==> config.mk <==
export PLATFORM = sky130hd
export DESIGN_NAME = bbcd_seq_ctrl
export DESIGN_NICKNAME = d
export VERILOG_FILES = /design/src/rtl/bbcd_seq_ctrl.sv
export SDC_FILE = /design/constraint.sdc
export NUM_CORES = 1
export LEC_CHECK = 0
export ABC_AREA = 1
export BUFFER_PORTS_ARGS = -buffer_cell sky130_fd_sc_hd__buf_2
export CORE_MARGIN = 2
export CORE_UTILIZATION = 60
export DETAILED_ROUTE_END_ITERATION = 12
export PLACE_DENSITY = 0.93
export SLEW_MARGIN = 20
export SYNTH_ARGS = -nofsm -noshare
export SYNTH_HDL_FRONTEND = slang
export SYNTH_SLANG_ARGS = --single-unit
==> constraint.sdc <==
create_clock -name clk -period 2.4 [get_ports clk]
set_clock_uncertainty 0.05 [all_clocks]
set_input_delay 0.24 -clock clk [delete_from_list [all_inputs] [get_ports clk]]
set_output_delay 0.24 -clock clk [all_outputs]
set_load 0.03 [all_outputs]
==> src/rtl/bbcd_seq_ctrl.sv <==
`default_nettype none
// ============================================================================
// Module   : bbcd_seq_ctrl
// Brief    : Sequential binary-to-BCD converter (double-dabble), one step per
//            two clocks, START/BUSY/DONE handshake, registered 4-digit result.
// Revision : 1.0 - initial release
// ============================================================================

module bbcd_seq_ctrl #(
  parameter int N_BITS = 14
) (
  input  logic              clk,
  input  logic              rst,
  input  logic              START,
  input  logic [N_BITS-1:0] BIN,
  output logic              BUSY,
  output logic              DONE,
  output logic              OVF,
  output logic [3:0]        UNIT,
  output logic [3:0]        DEC,
  output logic [3:0]        CENT,
  output logic [3:0]        MIL
);

  localparam int SR_W  = 16 + N_BITS;
  localparam int CNT_W = $clog2(N_BITS + 1);

  localparam logic [CNT_W-1:0] CNT_LOAD = CNT_W'(N_BITS);
  localparam logic [CNT_W-1:0] CNT_ONE  = CNT_W'(1);

  typedef enum logic [1:0] {
    S_IDLE  = 2'd0,
    S_CHECK = 2'd1,
    S_SHIFT = 2'd2,
    S_DONE  = 2'd3
  } state_t;

  state_t           state_q, state_d;
  logic [SR_W-1:0]  sr_q, sr_d;
  logic [CNT_W-1:0] cnt_q, cnt_d;
  logic             ovf_q, ovf_d;
  logic             ovf_out_q, ovf_out_d;
  logic [3:0]       unit_q, unit_d;
  logic [3:0]       dec_q, dec_d;
  logic [3:0]       cent_q, cent_d;
  logic [3:0]       mil_q, mil_d;

  logic             bin_ovf;
  logic [SR_W-1:0]  sr_shl;

  // Four BCD digits can only represent values up to 9999.
  assign bin_ovf = (32'(BIN) > 32'd9999);
  assign sr_shl  = {sr_q[SR_W-2:0], 1'b0};

  function automatic logic [3:0] bcd_adj(input logic [3:0] nib);
    return (nib >= 4'd5) ? (nib + 4'd3) : nib;
  endfunction

  always_ff @(posedge clk or posedge rst) begin
    if (rst) begin
      state_q   <= S_IDLE;
      sr_q      <= '0;
      cnt_q     <= '0;
      ovf_q     <= 1'b0;
      ovf_out_q <= 1'b0;
      unit_q    <= 4'd0;
      dec_q     <= 4'd0;
      cent_q    <= 4'd0;
      mil_q     <= 4'd0;
    end else begin
      state_q   <= state_d;
      sr_q      <= sr_d;
      cnt_q     <= cnt_d;
      ovf_q     <= ovf_d;
      ovf_out_q <= ovf_out_d;
      unit_q    <= unit_d;
      dec_q     <= dec_d;
      cent_q    <= cent_d;
      mil_q     <= mil_d;
    end
  end

  always_comb begin
    state_d   = state_q;
    sr_d      = sr_q;
    cnt_d     = cnt_q;
    ovf_d     = ovf_q;
    ovf_out_d = ovf_out_q;
    unit_d    = unit_q;
    dec_d     = dec_q;
    cent_d    = cent_q;
    mil_d     = mil_q;

    case (state_q)
      S_IDLE: begin
        if (START) begin
          sr_d    = {16'b0, BIN};
          cnt_d   = CNT_LOAD;
          ovf_d   = bin_ovf;
          state_d = S_CHECK;
        end
      end

      S_CHECK: begin
        for (int k = 0; k < 4; k++) begin
          sr_d[N_BITS + 4*k +: 4] = bcd_adj(sr_q[N_BITS + 4*k +: 4]);
        end
        state_d = S_SHIFT;
      end

      S_SHIFT: begin
        sr_d  = sr_shl;
        cnt_d = cnt_q - CNT_ONE;
        if (cnt_q == CNT_ONE) begin
          // Overflowed operands report zero digits rather than a truncated value.
          if (ovf_q) begin
            unit_d = 4'd0;
            dec_d  = 4'd0;
            cent_d = 4'd0;
            mil_d  = 4'd0;
          end else begin
            unit_d = sr_shl[N_BITS      +: 4];
            dec_d  = sr_shl[N_BITS + 4  +: 4];
            cent_d = sr_shl[N_BITS + 8  +: 4];
            mil_d  = sr_shl[N_BITS + 12 +: 4];
          end
          ovf_out_d = ovf_q;
          state_d   = S_DONE;
        end else begin
          state_d = S_CHECK;
        end
      end

      S_DONE: begin
        state_d = S_IDLE;
      end

      default: begin
        state_d = S_IDLE;
      end
    endcase
  end

  assign BUSY = (state_q == S_CHECK) || (state_q == S_SHIFT);
  assign DONE = (state_q == S_DONE);
  assign OVF  = ovf_out_q;
  assign UNIT = unit_q;
  assign DEC  = dec_q;
  assign CENT = cent_q;
  assign MIL  = mil_q;

endmodule

`default_nettype wire

Word level (Yosys, flattened, before mapping):

Index checks and enable logic that the tools add are counted.

* register bits: 54
* input port bits: 17
* output and inout port bits: 19
* word-level logic and storage cells: 59

* add/subtract/negate cells: 5
* magnitude comparators: 5
* equal/unequal tests: 9
* muxes and demuxes: 16
* reduce and logical (&&, ||, !) cells: 11

Operators with widths (number)
* one-hot mux 16 bit (3 select lines): 1
* two-way mux 4 bit: 9
* two-way mux 30 bit: 1
* one-hot mux 14 bit (2 select lines): 1
* adder 4 x 2 -> 4 bit, second input constant: 4
* >= comparator 4 x 3 -> 1 bit, second input constant: 4
* greater-than comparator 14 bit, second input constant: 1
* AND reduction 3 bit: 4
* != test 2 bit, second input constant: 5
* one-hot mux 2 bit (4 select lines): 1
* one-hot mux 4 bit (2 select lines): 1
* AND reduction 2 bit: 3
* == test 2 bit, second input constant: 2
* == test 4 x 1 -> 1 bit, second input constant: 1
* two-way mux 2 bit: 2
* subtractor 4 x 1 -> 4 bit, second input constant: 1
* nonzero test 3 bit: 1
* == test 2 x 1 -> 1 bit, second input constant: 1
* zero test 2 bit: 1
* nonzero test 2 bit: 1
* logical OR 1 bit: 1

Depth between registers and ports, before layout:

* depth after elaboration: 3
* depth in mapped cells: 10
* mapped depth without buffers: 9

Least setup slack after synthesis:

Ideal clock, no wire load.

* kind: register to register
* start point: register state_q[0]
* end point: register sr_q[13]
* setup time: 0.083 ns
* arrival time: 1.406 ns
* required time: 2.267 ns
* setup slack: 0.861 ns
* cell stages (with the launch flop): 8
* path buffers: 1
* period minus slack after synthesis: 1.539 ns
* path through: dfrtp_1 -> inv_1 -> ha_1 -> inv_2 -> o21ai_4 -> buf_2 -> o211ai_1 -> o21ai_0

* word-level cells in the longest chain between the ends: 3

Ends and longest elaborated chain
* start, declared: RTL line 38 `state_t state_q, state_d;`
* start signal, assigned: RTL line 71 `state_q <= state_d;`
* == test 2 bit / zero test 2 bit (equally long branches): RTL line 94 `case (state_q)`
* nonzero test 2 bit (no line) / != test 2 bit (equally long branches)
* AND reduction 2 bit (no line)
* end signal, assigned: RTL line 72 `sr_q <= sr_d;`
* end, declared: RTL line 39 `logic [SR_W-1:0] sr_q, sr_d;`

Several ways; a longest one is shown, not always the timed one.
A chain may end at the register's enable or synchronous reset.

Final worst setup path:

* start point: register state_q[1]
* end point: register sr_q[27]

* word-level cells in the longest chain between the ends: 3

Ends and longest elaborated chain (RTL line)
* == test 2 x 1 -> 1 bit, or another cell as far along: 94
* != test 2 bit (no line) / nonzero test 3 bit (equally long branches)
* AND reduction 3 bit (no line)

Several ways; a longest one is shown, not always the timed one.

==> flow_metrics.tcl <==
set metrics [dict create \
    start_kind "flip-flop" \
    reg2reg_from "state_q[1]" \
    final.setup.tns_ns 0 \
    ys_seq_area_share_pct 48.3 \
    antenna_found_initial 0 \
    ys_seq_elements 54 \
    synth-xor-area-share_pct 0 \
    fmax_ghz 0.495 \
    clk_path_buf_depth 2 \
    clk_pin_slew_ns 0.09 \
    fin_cells 445 \
    outcome "finished clean" \
    tightestPinTransition_ns 0.579 \
    worstHoldStart "BIN[1]" \
    start_util_pct 63.4 \
    cts_root_buffer "clkbuf_8" \
    period_share_pct 84.2 \
    boundaryPins 36 \
    final_common_cell "nand2_1" \
    max_cap_viol_count 0 \
    crit_type "flip-flop to flip-flop" \
    slew_headroom_pct 61.3 \
    n_antenna_cell 0 \
    syn_area_um2 2800 \
    io_buffer_count 35 \
    worstSetupEndpointType "flip-flop" \
    grtUsageTotal_pct 27.2 \
    cts_setup_buffers 0 \
    crit_chain "inv_1 > ha_1 > inv_2 > nor2_1 > nand3_1 > nand2_1 > nor2_1 > nand2_1 > nand2_1" \
    nets 424 \
    worstPathMaxFanout 10 \
    power_density_nw_per_um2 1200 \
    hpwl_um 4720 \
    grt_pass1_vias 2487 \
    via_per_inst 5.81 \
    synth_compound_area_share_pct 11.4 \
    area_delta_synth_final_pct 14.0 \
    dp_cells 436 \
    finalWirelength_um 6630 \
    drc 0 \
    synth_cells 356 \
    hold_path_class "input port to flip-flop" \
    p_leak_nw 1.72 \
    fp.dieW_um 72.3 \
    critPathMaxStageDelay_ns 0.45 \
    holdPathEnd "sr_q[1]" \
    grt_overflow_total 0 \
    setup_violations 0 \
    rows 24 \
    synth-simple-area-share_pct 26.5 \
    die_h_um 72.3 \
    ir_drop_v 0.000679 \
    synth_top_family_by_area "simple AND/OR/NAND/NOR gates" \
    yosysUniqueCellTypes 22 \
    maxSlewViolCount 0 \
    drive_gt1_share_pct 14.5 \
    syn_area_per_cell_um2 7.86 \
    clk_latency_ns 0.31 \
    cp.required_ns 2.56 \
    drt-wirelength-per-cell_um 14.9 \
    rr_worst_depth 9 \
    cpMaxStageDelayCell "dfrtp_1" \
    whs_path_depth 3 \
    yosys-mux-area-fraction_pct 0 \
    coreArea_um2 4410 \
    cp_common_cell "nand2_1" \
    ant_nets 0 \
    synthAdderAreaFrac_pct 6.71 \
    r2r_slack_ns 0.38 \
    first_pass_iters 5 \
    rsz0062_at_grt "false" \
    cts-buffers-inserted 5 \
    numClockSinks 54 \
    yosys_warnings 0 \
    cts_tree "built" \
    reg2reg_to "sr_q[27]" \
    drt_iter0_markers 268 \
    arrival_ns 2.18 \
    gp_congestion 0.863 \
    post_cts_resized 0 \
    vias 2584 \
    synth_fp_nets 388 \
    hold_viol_final 0 \
    layout_common_cells "132 x nand2_1, 54 x dfrtp_1, 35 x buf_2" \
    die_area_um2 5230 \
    grt_max_degree 29 \
    htreeDepth 2 \
    period_needed_ns 2.02 \
    grt_pass1_wl_um 11000 \
]
[power by group]
part	internal [W]	switching, W	total, W	leakage [nW]
logic	0.000538	0.00116	0.00170	0.962
registers	0.00117	0.000232	0.00140	0.692
clock network	0.000445	0.000297	0.000741	0.0714
[how the worst max path moves through the flow]
stage / start / end / slack [ns] / cells after the start
final: state_q[1] / sr_q[27] / 0.38 / 9
after global routing: state_q[1] / sr_q[29] / 0.20 / 9
after CTS: state_q[1] / sr_q[22] / 0.42 / 9
after detailed placement: state_q[1] / sr_q[29] / 0.46 / 9
after global placement: state_q[1] / sr_q[29] / 0.53 / 9
after floorplan: rst / CENT[0] / 0.80 / 1
[repair_timing]
item                                   CTS  global route
hold buffers                             1             0
endpoints found under the hold margin   26             0
setup endpoints to repair                0             0
[area by class of cell]
cell class | instances | area, um2
clock buffers | 6 | 82.6
clock inverters | 2 | 60.1
fillers | 315 | 1230
inverters | 37 | 139
multi-input cells | 252 | 1250
flip-flops and latches | 54 | 1350
well taps | 52 | 65.1
repair buffers | 42 | 243
[sequential cells by signal (all words and copies together) (netlist names)]
signal,cells
cnt_q,4
MIL,4
DEC,4
CENT,4
state_q,2
sr_q,30
ovf_q,1
OVF,1
UNIT,4
[synth_stat cells]
library cell	number	area [um2]
o211ai_1	3	22.5
o22ai_1	11	68.8
o21ai_0	12	60.1
nor3_1	1	5.00
a21oi_1	2	10.0
nand3_1	20	100
o21ai_4	1	16.3
nor2_2	1	6.26
nand4_4	1	21.3
buf_2	6	30.0
inv_2	3	11.3
o21ai_1	12	60.1
nand2_1	132	495
a31oi_1	13	81.3
ha_1	15	188
buf_1	1	3.75
inv_1	34	128
dfrtp_1	54	1350
nor2_4	1	11.3
nor2_1	27	101
clkbuf_1	5	18.8
buf_4	1	7.51
[critical path: cells and delay by family (launching register included)]
family / cells / cell delay, ns
buffers and inverters: 2 / 0.34
adder cells (fa/ha/maj): 1 / 0.42
AND/OR/NAND/NOR: 6 / 0.66
flip-flops: 1 / 0.45
[routing by layer]
layer | global-route usage [%] | vias up | routed length [um]
met5 | 0 | - | 0
met4 | 12.8 | 0 | 163
met3 | 3.75 | 21 | 434
met2 | 45.1 | 118 | 3350
met1 | 35.5 | 1231 | 2670
li1 | - | 1214 | -
[cells by family (layout without fill, tap and decap cells)]
group,Yosys count,after routing
AO/OA/AOI/OAI,54,54
adder cells (fa/ha/maj),15,15
buffers and inverters,50,87
flip-flops,54,54
AND/OR/NAND/NOR,183,183
[per-stage QoR]
step	setup WS [ns]	power (W)	util (%)	instance area, um2	hold slack [ns]
global route	0.196	0.00411	72.2	3190	0.143
floorplan	0.795	0.00263	-	2800	0.340
CTS	0.421	0.00381	72.2	3190	0.125
global placement	0.526	0.00294	68.8	3040	0.274
detailed placement	0.464	0.00305	68.8	3040	0.280
finish	0.380	0.00383	72.2	3190	0.130
(Power assumes the default switching activity.)
